### src/rtl/sd_block_arbiter_if.sv
// Bundle of requester-side and SD-controller-side signals for sd_block_arbiter.
// master = arbiter view, slave = requesters + controller view.
`timescale 1ns/1ps
interface sd_block_arbiter_if #(
  parameter int NUM_REQ = 2
);
  logic [NUM_REQ-1:0]       req;
  logic [NUM_REQ-1:0]       req_op_code;
  logic [NUM_REQ-1:0][31:0] req_block_address;
  logic [NUM_REQ-1:0][7:0]  req_outgoing_byte;
  logic [NUM_REQ-1:0]       gnt;
  logic [NUM_REQ-1:0]       req_byte_strobe;
  logic [NUM_REQ-1:0]       req_done;
  logic [NUM_REQ-1:0]       req_timeout;
  logic [7:0]               incoming_byte;

  logic                     sd_op_code;
  logic                     sd_execute;
  logic [31:0]              sd_block_address;
  logic [7:0]               sd_outgoing_byte;
  logic [7:0]               sd_incoming_byte;
  logic                     sd_finished_byte;
  logic                     sd_finished_block;
  logic                     sd_busy;

  modport master (
    input  req, req_op_code, req_block_address, req_outgoing_byte,
    input  sd_incoming_byte, sd_finished_byte, sd_finished_block, sd_busy,
    output gnt, req_byte_strobe, req_done, req_timeout, incoming_byte,
    output sd_op_code, sd_execute, sd_block_address, sd_outgoing_byte
  );

  modport slave (
    output req, req_op_code, req_block_address, req_outgoing_byte,
    output sd_incoming_byte, sd_finished_byte, sd_finished_block, sd_busy,
    input  gnt, req_byte_strobe, req_done, req_timeout, incoming_byte,
    input  sd_op_code, sd_execute, sd_block_address, sd_outgoing_byte
  );
endinterface

### src/rtl/sd_block_arbiter.sv
// Round-robin arbiter sharing one SD card controller between NUM_REQ block requesters.
// One grant = one sector transfer; a watchdog aborts grants when the card stalls.
`timescale 1ns/1ps
module sd_block_arbiter #(
  parameter int NUM_REQ        = 2,
  parameter int TIMEOUT_CYCLES = 1000000
) (
  input  logic                 clk,
  input  logic                 rst_n,
  sd_block_arbiter_if.master   bus
);

    localparam int                IDXW     = (NUM_REQ > 1) ? $clog2(NUM_REQ) : 1;
    localparam logic [23:0]       TMO      = 24'(TIMEOUT_CYCLES);
    localparam logic [IDXW-1:0]   LAST_RST = IDXW'(NUM_REQ - 1);

    typedef enum logic [2:0] {
        S_IDLE, S_ISSUE, S_WAIT_BUSY, S_XFER, S_RELEASE
    } state_e;

    state_e               state_q, state_d;
    logic [NUM_REQ-1:0]   gnt_q, gnt_d;
    logic [IDXW-1:0]      gidx_q, gidx_d;
    logic [IDXW-1:0]      last_q, last_d;
    logic                 op_q, op_d;
    logic [31:0]          addr_q, addr_d;
    logic [23:0]          cnt_q, cnt_d;

    logic                 done_p, tmo_p, in_xfer;
    logic [23:0]          cnt_inc;
    logic                 wd_hit;

    // Round-robin pick: lowest index above last_q wins, otherwise lowest index overall.
    logic                 hi_vld, any_vld, win_vld;
    logic [IDXW-1:0]      hi_idx, any_idx, win_idx;

    always_comb begin
        hi_vld  = 1'b0;
        hi_idx  = '0;
        any_vld = 1'b0;
        any_idx = '0;
        for (int i = NUM_REQ - 1; i >= 0; i--) begin
            if (bus.req[i[IDXW-1:0]]) begin
                any_vld = 1'b1;
                any_idx = i[IDXW-1:0];
                if (i > int'(last_q)) begin
                    hi_vld = 1'b1;
                    hi_idx = i[IDXW-1:0];
                end
            end
        end
        win_vld = any_vld;
        win_idx = hi_vld ? hi_idx : any_idx;
    end

    always_comb begin
        state_d = state_q;
        gnt_d   = gnt_q;
        gidx_d  = gidx_q;
        last_d  = last_q;
        op_d    = op_q;
        addr_d  = addr_q;
        cnt_d   = cnt_q;
        done_p  = 1'b0;
        tmo_p   = 1'b0;
        cnt_inc = cnt_q + 24'd1;
        wd_hit  = (TIMEOUT_CYCLES != 0) && (cnt_inc == TMO);

        case (state_q)
            S_IDLE: begin
                cnt_d = '0;
                // sd_busy also covers card init and a transfer orphaned by our own reset.
                if (!bus.sd_busy && win_vld) begin
                    gnt_d   = NUM_REQ'(1) << win_idx;
                    gidx_d  = win_idx;
                    op_d    = bus.req_op_code[win_idx];
                    addr_d  = bus.req_block_address[win_idx];
                    state_d = S_ISSUE;
                end
            end
            S_ISSUE: begin
                cnt_d   = '0;
                state_d = S_WAIT_BUSY;
            end
            S_WAIT_BUSY: begin
                if (bus.sd_busy) begin
                    cnt_d   = '0;
                    state_d = S_XFER;
                end else if (wd_hit) begin
                    tmo_p   = 1'b1;
                    state_d = S_RELEASE;
                end else begin
                    cnt_d = cnt_inc;
                end
            end
            S_XFER: begin
                if (bus.sd_finished_block || !bus.sd_busy) begin
                    done_p  = 1'b1;
                    cnt_d   = '0;
                    state_d = S_RELEASE;
                end else if (bus.sd_finished_byte) begin
                    cnt_d = '0;
                end else if (wd_hit) begin
                    tmo_p   = 1'b1;
                    state_d = S_RELEASE;
                end else begin
                    cnt_d = cnt_inc;
                end
            end
            S_RELEASE: begin
                cnt_d = '0;
                if (!bus.sd_busy) begin
                    gnt_d   = '0;
                    last_d  = gidx_q;
                    state_d = S_IDLE;
                end
            end
            default: state_d = S_IDLE;
        endcase
    end

    always_ff @(posedge clk or negedge rst_n) begin
        if (!rst_n) begin
            state_q <= S_IDLE;
            gnt_q   <= '0;
            gidx_q  <= '0;
            last_q  <= LAST_RST;
            op_q    <= 1'b0;
            addr_q  <= '0;
            cnt_q   <= '0;
        end else begin
            state_q <= state_d;
            gnt_q   <= gnt_d;
            gidx_q  <= gidx_d;
            last_q  <= last_d;
            op_q    <= op_d;
            addr_q  <= addr_d;
            cnt_q   <= cnt_d;
        end
    end

    // Byte-level paths stay combinational so strobes and write data see no extra latency.
    assign in_xfer              = (state_q == S_XFER);
    assign bus.gnt              = gnt_q;
    assign bus.sd_execute       = (state_q == S_ISSUE);
    assign bus.sd_op_code       = op_q;
    assign bus.sd_block_address = addr_q;
    assign bus.incoming_byte    = in_xfer ? bus.sd_incoming_byte : 8'h00;
    assign bus.sd_outgoing_byte = in_xfer ? bus.req_outgoing_byte[gidx_q] : 8'h00;
    assign bus.req_byte_strobe  = (in_xfer && bus.sd_finished_byte) ? gnt_q : '0;
    assign bus.req_done         = done_p ? gnt_q : '0;
    assign bus.req_timeout      = tmo_p  ? gnt_q : '0;

endmodule

### src/flat_wrapper.sv
// flat-port wrapper written by rule: the top's interface ports become plain ports
module sd_block_arbiter_flat 
#(
  parameter int NUM_REQ        = 2,
  parameter int TIMEOUT_CYCLES = 1000000
)
  (clk, rst_n, bus_req, bus_req_op_code, bus_req_block_address, bus_req_outgoing_byte, bus_sd_incoming_byte, bus_sd_finished_byte, bus_sd_finished_block, bus_sd_busy, bus_gnt, bus_req_byte_strobe, bus_req_done, bus_req_timeout, bus_incoming_byte, bus_sd_op_code, bus_sd_execute, bus_sd_block_address, bus_sd_outgoing_byte);
  sd_block_arbiter_if #(.NUM_REQ(NUM_REQ)) bus_i ();
  input  logic clk;
  input  logic rst_n;
  input wire logic [$bits(bus_i.req)-1:0] bus_req;
  input wire logic [$bits(bus_i.req_op_code)-1:0] bus_req_op_code;
  input wire logic [$bits(bus_i.req_block_address)-1:0] bus_req_block_address;
  input wire logic [$bits(bus_i.req_outgoing_byte)-1:0] bus_req_outgoing_byte;
  input wire logic [$bits(bus_i.sd_incoming_byte)-1:0] bus_sd_incoming_byte;
  input wire logic [$bits(bus_i.sd_finished_byte)-1:0] bus_sd_finished_byte;
  input wire logic [$bits(bus_i.sd_finished_block)-1:0] bus_sd_finished_block;
  input wire logic [$bits(bus_i.sd_busy)-1:0] bus_sd_busy;
  output wire logic [$bits(bus_i.gnt)-1:0] bus_gnt;
  output wire logic [$bits(bus_i.req_byte_strobe)-1:0] bus_req_byte_strobe;
  output wire logic [$bits(bus_i.req_done)-1:0] bus_req_done;
  output wire logic [$bits(bus_i.req_timeout)-1:0] bus_req_timeout;
  output wire logic [$bits(bus_i.incoming_byte)-1:0] bus_incoming_byte;
  output wire logic [$bits(bus_i.sd_op_code)-1:0] bus_sd_op_code;
  output wire logic [$bits(bus_i.sd_execute)-1:0] bus_sd_execute;
  output wire logic [$bits(bus_i.sd_block_address)-1:0] bus_sd_block_address;
  output wire logic [$bits(bus_i.sd_outgoing_byte)-1:0] bus_sd_outgoing_byte;
  assign bus_i.req = bus_req;
  assign bus_i.req_op_code = bus_req_op_code;
  assign bus_i.req_block_address = bus_req_block_address;
  assign bus_i.req_outgoing_byte = bus_req_outgoing_byte;
  assign bus_i.sd_incoming_byte = bus_sd_incoming_byte;
  assign bus_i.sd_finished_byte = bus_sd_finished_byte;
  assign bus_i.sd_finished_block = bus_sd_finished_block;
  assign bus_i.sd_busy = bus_sd_busy;
  assign bus_gnt = bus_i.gnt;
  assign bus_req_byte_strobe = bus_i.req_byte_strobe;
  assign bus_req_done = bus_i.req_done;
  assign bus_req_timeout = bus_i.req_timeout;
  assign bus_incoming_byte = bus_i.incoming_byte;
  assign bus_sd_op_code = bus_i.sd_op_code;
  assign bus_sd_execute = bus_i.sd_execute;
  assign bus_sd_block_address = bus_i.sd_block_address;
  assign bus_sd_outgoing_byte = bus_i.sd_outgoing_byte;
  sd_block_arbiter #(.NUM_REQ(NUM_REQ), .TIMEOUT_CYCLES(TIMEOUT_CYCLES)) u_core (.clk(clk), .rst_n(rst_n), .bus(bus_i));
endmodule
### config.mk
export PLATFORM = sky130hd
export DESIGN_NAME = sd_block_arbiter_flat
export DESIGN_NICKNAME = d
export VERILOG_FILES = /design/src/rtl/sd_block_arbiter_if.sv /design/src/rtl/sd_block_arbiter.sv /design/src/flat_wrapper.sv
export SDC_FILE = /design/constraint.sdc
export NUM_CORES = 1
export LEC_CHECK = 0
export BUFFER_PORTS_ARGS = -buffer_cell sky130_fd_sc_hd__buf_2
export CAP_MARGIN = 20
export CORE_AREA = 2 2 116 118
export CTS_BUF_LIST = sky130_fd_sc_hd__clkbuf_4 sky130_fd_sc_hd__clkbuf_8
export DETAILED_ROUTE_END_ITERATION = 16
export DIE_AREA = 0 0 118 120
export PLACE_DENSITY_LB_ADDON = 0.15
export SLEW_MARGIN = 40
export SYNTH_ARGS = -nofsm -noshare
export SYNTH_HDL_FRONTEND = slang
export SYNTH_SLANG_ARGS = --single-unit
### constraint.sdc
create_clock -name clk -period 3.7 [get_ports clk]
set_clock_uncertainty 0.05 [all_clocks]
set_input_delay 0.37 -clock clk [delete_from_list [all_inputs] [get_ports clk]]
set_output_delay 0.37 -clock clk [all_outputs]
set_load 0.1 [all_outputs]
-- Word level (Yosys, flattened, before mapping)
Cells that the tools add are included.
- $add $sub $neg: 1
- order comparisons: 3
- equality and inequality tests: 8
- shifts and indexed selects: 1
- multiplexer cells: 39
- bitwise logic cells: 1
- reduce and logical (&&, ||, !) cells: 12
- operator list (operator ; number):
    $mux W24 ; 4
    $pmux W24 S3 ; 1
    $mux W32 ; 2
    $mux W8 ; 4
    $add A24 B1 Y24 const B ; 1
    $eq A24 B20 Y1 const B ; 1
    $mux W3 ; 6
    $pmux W3 S5 ; 1
    $mux W1 ; 14
    $mux W2 ; 5
    $eq A3 B2 Y1 const B ; 2
    $reduce_and A3 Y1 ; 2
    $lt A1 B2 Y1 const B ; 2
    $pmux W2 S2 ; 1
    $reduce_and A2 Y1 ; 2
    $eq A3 B1 Y1 const B ; 1
    $eq A3 B3 Y1 const B ; 1
    $logic_not A3 Y1 ; 1
    $ne A3 B3 Y1 const B ; 1
    $reduce_bool A3 Y1 ; 1
    $reduce_or A3 Y1 ; 1
    $logic_and A1 B1 Y1 ; 2
    $ne A2 B1 Y1 const B ; 1
    $ne A2 B2 Y1 const B ; 1
    other kinds (7) ; 7
- bits in registers: 64
- logic and storage cells: 72

-- Depth between registers and ports, before layout
Gate-level depths: netlist of run 1.
- depth in word-level cells: 7
- depth in mapped cells: 8
- mapped depth without buffers: 8

-- Least setup slack after synthesis of run 1
Ideal clock, no wire load.
- kind: reg-to-output
- from: register u_core.state_q[0]
- to: output bus_sd_execute
- arrival time: 2819 ps
- setup slack: 461 ps
- cell stages (with the launch flop): 3
- cells stage by stage: dfrtp_1 > clkbuf_1 > nor3b_1
- cells in the longest elaborated chain, start to end: 1
- RTL lines (element ; RTL line ; RTL):
    start, declared ; sd_block_arbiter.sv:21 ; state_e state_q, state_d;
    start signal, assigned ; sd_block_arbiter.sv:132 ; state_q <= state_d;
    $eq A3 B1 Y1 ; sd_block_arbiter.sv:145 ; assign bus.sd_execute = (state_q == S_ISSUE);
    end, declared ; flat_wrapper.sv:25 ; output wire logic [$bits(bus_i.sd_execute)-1:0] bus_sd_execute;
No other way between the ends.

-- Worst setup path in the final report of run 1
- from: register u_core.cnt_q[4]
- to: output bus_req_timeout[0]
- cells in the longest elaborated chain, start to end: 7
- elaborated cells on any way between the ends: 8
- those cells by class: add/sub (1); eq/ne (1); mux (6)
- RTL lines (element ; RTL line ; RTL):
    start, declared ; sd_block_arbiter.sv:27 ; logic [23:0] cnt_q, cnt_d;
    start signal, assigned ; sd_block_arbiter.sv:138 ; cnt_q <= cnt_d;
    $add A24 B1 Y24 (*) ; sd_block_arbiter.sv:66 ; cnt_inc = cnt_q + 24'd1;
    $eq A24 B20 Y1 (*) ; sd_block_arbiter.sv:67 ; wd_hit = (TIMEOUT_CYCLES != 0) && (cnt_inc == TMO);
    $mux W1 (*) ; sd_block_arbiter.sv:89, sd_block_arbiter.sv:103 ;
    $mux W1 ; sd_block_arbiter.sv:101 ; end else if (bus.sd_finished_byte) begin
    $mux W1 ; sd_block_arbiter.sv:97 ; if (bus.sd_finished_block || !bus.sd_busy) begin
    $pmux W1 S2 (*) ; sd_block_arbiter.sv:69 ; case (state_q)
    $mux W2 (*) ; sd_block_arbiter.sv:152 ; assign bus.req_timeout = tmo_p ? gnt_q : '0;
    end, declared ; flat_wrapper.sv:22 ; output wire logic [$bits(bus_i.req_timeout)-1:0] bus_req_timeout;
Every way passes the cells marked *; elsewhere a longest branch is shown, timed or not.

==> results of run 1 <==
sequential cells by signal (all words and copies together), names as in the netlist:
name	flops
u_core.bus.gnt	2
u_core.bus.sd_block_address	32
u_core.cnt_q	24
u_core.state_q	3
u_core.bus.sd_op_code	1
u_core.last_q	1
u_core.gidx_q	1
routing by layer:
| layer | share of wire | up-vias | wire length [µm] |
|---|---|---|---|
| met5 | 0.00063 | - | 7 |
| met4 | 0.019 | 2 | 210 |
| met3 | 0.070 | 16 | 782 |
| met2 | 0.45 | 113 | 5050 |
| met1 | 0.46 | 1751 | 5050 |
| li1 | - | 1856 | - |
cell type report:
type	instances	area, µm²	area share
Tap cell	176	220	0.0439
Multi-Input combinational cell	333	2070	0.413
Timing Repair Buffer	168	903	0.180
Clock inverter	6	45.0	0.00899
Clock buffer	10	138	0.0275
Inverter	8	30.0	0.00599
Sequential cell	64	1600	0.320
what timing repair did:
action,in CTS,in global routing
resized for setup,4,1
setup endpoints to repair,2,2
buffers inserted,0,1
hold buffers,1,0
endpoints found under the hold margin,22,0
pin swaps,0,1
Yosys cell counts (all sizes together), types with 2 or more instances:
| library cell | count | area share |
|---|---|---|
| o211ai | 3 | 0.0060 |
| and3 | 17 | 0.028 |
| dfrtp | 63 | 0.42 |
| xnor2 | 2 | 0.0046 |
| o31ai | 7 | 0.014 |
| or4 | 5 | 0.011 |
| nor4 | 2 | 0.0033 |
| o21ai | 22 | 0.029 |
| nand2 | 39 | 0.039 |
| and2 | 3 | 0.0050 |
| a21oi | 43 | 0.057 |
| buf | 9 | 0.011 |
| xor2 | 4 | 0.0093 |
| a22o | 4 | 0.0093 |
| nor4b | 2 | 0.0046 |
| nand2b | 3 | 0.0050 |
| inv | 8 | 0.0079 |
| a31oi | 5 | 0.0083 |
| nand3 | 20 | 0.026 |
| nor2 | 59 | 0.059 |
| or2 | 3 | 0.0050 |
| nor2b | 2 | 0.0033 |
| nor3 | 10 | 0.013 |
| mux2i | 44 | 0.12 |
| mux2 | 3 | 0.0089 |
| clkbuf | 18 | 0.018 |
| or3 | 6 | 0.0099 |
| nor3b | 2 | 0.0040 |
| nand4 | 6 | 0.014 |
worst reg2reg max path, cell delays in order (launching register included):
cell and delay (ps):
dfrtp_1 430, ha_1 260, nand4_1 160, buf_4 190
nor4_1 570, xor2_1 250, and3_1 250, and4bb_4 310
nor4b_1 70, a211o_1 290
logic make-up after synthesis:
kind of cell / Yosys count / share of synthesized area
AOI/OAI and AO/OA: 95 / 0.147
xor gates and xnor gates: 6 / 0.0139
adders and majority gates: 1 / 0.00331
buffers and inverters: 35 / 0.0368
DFF: 64 / 0.424
muxes: 47 / 0.125
and+or+nand+nor: 184 / 0.250
through the flow:
| stage | instance area, µm² | util | setup slack (ps) | power [mW] | hold WS [ps] |
|---|---|---|---|---|---|
| after CTS | 5000 | 0.385 | 98.5 | 4.37 | 227 |
| after global routing | 5010 | 0.386 | 39.8 | 4.54 | 245 |
| after floorplan | 3780 | - | 461 | 3.26 | 24.4 |
| after global placement | 4770 | 0.368 | 387 | 3.76 | 359 |
| after detailed placement | 4790 | 0.369 | 261 | 3.78 | 363 |
| final | 5010 | 0.386 | 181 | 4.33 | 247 |
power by group:
part           switching (mW)  internal, mW  leakage [nW]  total [mW]
Combinational            2.18         0.480          1.53        2.66
Sequential              0.181         0.918         0.782        1.10
Clock                   0.308         0.262        0.0845       0.570
Total                    2.67          1.66          2.40        4.33
how the worst max path moves through the flow:
| stage | startpoint | endpoint | slack (ps) | cells after the start |
|---|---|---|---|---|
| after detailed placement | u_core.cnt_q[11]$_DFFE_PN0P_ | bus_req_timeout[0] | 260 | 7 |
| after CTS | u_core.cnt_q[11]$_DFFE_PN0P_ | bus_req_timeout[0] | 100 | 7 |
| after global routing | u_core.cnt_q[10]$_DFFE_PN0P_ | bus_req_timeout[0] | 40 | 7 |
| after global placement | u_core.cnt_q[11]$_DFFE_PN0P_ | bus_req_timeout[0] | 390 | 7 |
| after floorplan | u_core.state_q[0]$_DFFE_PN0P_ | bus_sd_execute | 460 | 2 |
| final | u_core.cnt_q[4]$_DFFE_PN0P_ | bus_req_timeout[0] | 180 | 7 |
==> run summary, run 1 <==
status: finished clean
CTS buffer count: 9
fill count: 1367
max-cap viol count: 0
vias in the first global route: 3611
synthesis warning total: 0
largest net degree at the start of global routing: 67
Residual DRC: 0
I/O pin cnt: 155
Hold Path End: u_core.bus.sd_block_address[8]$_DFFE_PN0P_
Min Clock Period, post-route: 3520 ps
DP Wirelength: 8.12 mm
CP delay by family, top: simple AND/OR/NAND/NOR gates
met1 usage: 0.202
Reg-to-Reg Start: u_core.cnt_q[0]$_DFFE_PN0P_
Final Hold Fails: 0
antenna-violating nets left: 0
FF-to-FF End: u_core.cnt_q[2]$_DFFE_PN0P_
reg-to-reg slack, setup: 770 ps
routed wire length per instance: 14.5 µm
root buf cell: clkbuf_8
Mapped Area: 3780 µm²
CP peak stage delay: 570 ps
Placer Congestion: 0.843
Longest Clk Path Bufs: 2
post-synthesis sequential area ratio: 0.424
Mapped Nets: 530
worst skew pair latency: 370 ps
worst hold path type: in -> reg
layout cells sized above 1: 0.343
die area: 14200 µm²
hold path cells: 3
crit path capture type: output pin
Least-Margin Pin Slew: 851 ps
worst r2r path cells: 9
startpoint types: flop
CTS sink cnt: 64
number of synthesized register bits: 64
initial core utilization: 0.291
Site Rows: 42
met2 Use GR: 0.251
critical path type: reg -> out
met3 Track Usage GR: 0.0518
Hold Startpoint: bus_req_block_address[8]
1st-iter DRT viols: 133
Crit-path slowest cell: or4_4
RSZ-0062 raised after global routing: no
Synth Flop Type: dfrtp_1
syn avg cell area: 8.75 µm²
first-pass GRT wire length: 18.0 mm
Fin Setup TNS: 0 ps
Placed Cells: 747
Worst-path clk slew: 80 ps
drt pass-1 iters: 4
crit-path cells: nand3_1 > or4_4 > mux2i_1 > or4b_4 > nor3_2 > and3_1 > buf_4
gr ovfl total: 0
Pleak: 2.40 nW
initial antenna violation count: 1
vias post-DR: 3738
CP required: 3280 ps
chip height: 120 µm
Ant. Diodes: 0
Achievable Freq: 284 MHz
CTS tree: yes
via density per instance: 4.89
GRT Overall Usage: 0.160
Max VDD drop: 0.488 mV
max-slew violations: 0
PortBufs: 154
CP Max Fanout: 8
Period Utilization, post-route: 0.951
PD cells: 863 nW/µm²
most frequent cells in the layout: 152 x buf_2, 62 x dfrtp_1, 59 x nor2_1
Final Non-Filler Cells: 765
final setup violation count: 0
Routed Wire Length: 11.1 mm
area delta synth->final: 32.6%
worst path arrival time: 3100 ps
Horiz. Die Dim: 118 µm
worst path bufs/invs: 1
H-tree depth: 3
global routing's busiest layer: met2
most common cell after layout, fill and taps aside: buf_2
# nets final: 682
Slew headroom: 0.429
Post-synth EDFFs: 0
Core ar.: 13000 µm²
Post-Synthesis Cells: 432
count of unique library cells instantiated by Yosys: 53
Post-synth ARST share: 1.00
No activity file was read; power rests on OpenSTA's default activity.
==> run 2, diff against run 1 <==
Settings changed: CORE_AREA 2 2 116 118 to 2 2 104 131, DIE_AREA 0 0 118 120 to 0 0 106 133.
==> run summary, run 2 (same netlist as run 1, synthesis figures left out) <==
Site Rows: 47 (+12%)
first-pass GRT wire length: 17.7 mm (-1.3%)
max-slew violations: 0 (unchanged)
hold path cells: 3 (unchanged)
I/O pin cnt: 155 (unchanged)
CP required: 3280 ps (about the same)
switching portion of total power: 0.619 (+0.00260)
H-tree depth: 3 (unchanged)
DP Wirelength: 8.34 mm (+2.6%)
Horiz. Die Dim: 106 µm (-10%)
Achievable Freq: 288 MHz (+1.3%)
Min Clock Period, post-route: 3480 ps (-43.7 ps)
chip height: 133 µm (+11%)
1st-iter DRT viols: 162 (+22%)
CTS sink cnt: 64 (unchanged)
Period Utilization, post-route: 0.939 (-0.0118)
antenna-violating nets left: 0 (unchanged)
combinational share of power: 0.616 (+0.002)
vias in the first global route: 3555 (-1.6%)
worst skew pair latency: 330 ps (-40 ps)
Max VDD drop: 0.653 mV (+34%)
largest net degree at the start of global routing: 71 (+6.0%)
CP Max Fanout: 8 (unchanged)
CTS tree: yes
worst hold path type: in -> reg
routed wire length per instance: 14.8 µm (+2.1%)
final setup violation count: 0 (unchanged)
switching pwr: 2.64 mW (-1.1%)
most frequent cells in the layout: 152 x buf_2, 62 x dfrtp_1, 59 x nor2_1
Hold WS: 283 ps (+35.6 ps)
Slew headroom: 0.472 (+0.0436)
Ant. Diodes: 0 (unchanged)
PortBufs: 154 (unchanged)
die area: 14100 µm² (-0.44%)
initial core utilization: 0.291 (-0.000364)
# nets final: 677 (-0.73%)
fill count: 1377 (+0.73%)
Internal Power: 1.62 mW (-2.2%)
worst r2r path cells: 7 (-2)
max reg flops: 32 (unchanged)
drt pass-1 iters: 4 (unchanged)
root buf cell: clkbuf_8
Final Hold Fails: 0 (unchanged)
startpoint types: flop
PD cells: 864 nW/µm² (+0.16%)
Residual DRC: 0 (unchanged)
Fin Setup TNS: 0 ps (unchanged)
worst path arrival time: 3060 ps (-40 ps)
Routed Wire Length: 11.2 mm (+0.76%)
Longest Clk Path Bufs: 2 (unchanged)
status: finished clean
most common cell after layout, fill and taps aside: buf_2
Worst-path clk slew: 70 ps (about the same)
Pleak: 2.37 nW (-1.1%)
critical path type: reg -> out
Placer Congestion: 0.808 (-4.2%)
GRT Overall Usage: 0.158 (-0.00167)
via density per instance: 4.86 (-0.52%)
initial antenna violation count: 0 (-1)
gr ovfl total: 0 (unchanged)
Clock power frac: 0.123 (-0.009)
max-cap viol count: 0 (unchanged)
CTS buffer count: 9 (unchanged)
crit path capture type: output pin
vias post-DR: 3670 (-1.8%)
layout cells sized above 1: 0.336 (-0.00734)
area delta synth->final: 30.4%
Core ar.: 13000 µm² (+0.13%)
sequential power share: 0.261 (+0.007)
Least-Margin Pin Slew: 790 ps (-61.7 ps)
run 2: cell count changes in the layout (fill, tap and decap cells not counted), sizes merged:
cell | before | now
buf | 167 | 160
clkbuf | 10 | 12
clkinv | 3 | 5
clkinvlp | 3 | 1
run 2: cell type report:
cell class	count	area [µm²]	area share
Clock buffer	10	131	0.0267
Sequential cell	64	1600	0.325
Tap cell	171	214	0.0434
Multi-Input combinational cell	333	2070	0.419
Clock inverter	6	36.3	0.00736
Timing Repair Buffer	163	846	0.172
Inverter	8	30.0	0.00609
run 2: what timing repair did:
action                                  in CTS  in global routing
buffers inserted                             0                  2
resized for setup                            0                  4
endpoints found under the setup margin       0                  2
hold buffers                                 1                  0
endpoints found under the hold margin       14                  0
run 2: final timing paths:
path	start	to	slack, ps
min in group asynchronous	rst_n	u_core.cnt_q[12]$_DFFE_PN0P_	440
min reg2reg	u_core.bus.sd_block_address[10]$_DFFE_PN0P_	u_core.bus.sd_block_address[10]$_DFFE_PN0P_	480
max in group asynchronous	rst_n	u_core.last_q$_DFFE_PN1P_	2430
min	bus_req_block_address[25]	u_core.bus.sd_block_address[25]$_DFFE_PN0P_	280
max reg2reg	u_core.cnt_q[11]$_DFFE_PN0P_	u_core.cnt_q[20]$_DFFE_PN0P_	790
max	u_core.cnt_q[11]$_DFFE_PN0P_	bus_req_timeout[0]	220
run 2: power by group through the flow:
stage / registers (mW) / clock network, mW / logic, mW
after floorplan: 2.40 / 0 / 0.864
after global placement: 1.11 / 0 / 2.63
after detailed placement: 1.11 / 0 / 2.65
after CTS: 1.11 / 0.549 / 2.64
after global routing: 1.15 / 0.577 / 2.75
final: 1.11 / 0.524 / 2.63
run 2: metrics by stage:
| stage | power [mW] | setup slack (ps) | util | cell area, µm² | std cells |
|---|---|---|---|---|---|
| after floorplan | 3.26 | 461 | - | 3780 | 432 |
| after global placement | 3.74 | 514 | 0.363 | 4720 | 736 |
| after detailed placement | 3.76 | 466 | 0.363 | 4720 | 736 |
| after CTS | 4.30 | 82.3 | 0.377 | 4900 | 753 |
| after global routing | 4.48 | -6.96 | 0.379 | 4930 | 755 |
| final | 4.26 | 225 | 0.379 | 4930 | 755 |
run 2: worst max-delay path, cell delays in order, from the launching register on:
cell and delay (ps):
dfrtp_1 480, nand4_1 240, or4_4 600, mux2i_1 160, or4b_4 480, nor3_1 230
and3_1 190, clkbuf_4 330
run 2: layer usage:
| layer | share of wire | track usage |
|---|---|---|
| met5 | 0 | 0 |
| met4 | 0.0092 | 0.0482 |
| met3 | 0.060 | 0.0433 |
| met2 | 0.50 | 0.268 |
| met1 | 0.43 | 0.196 |
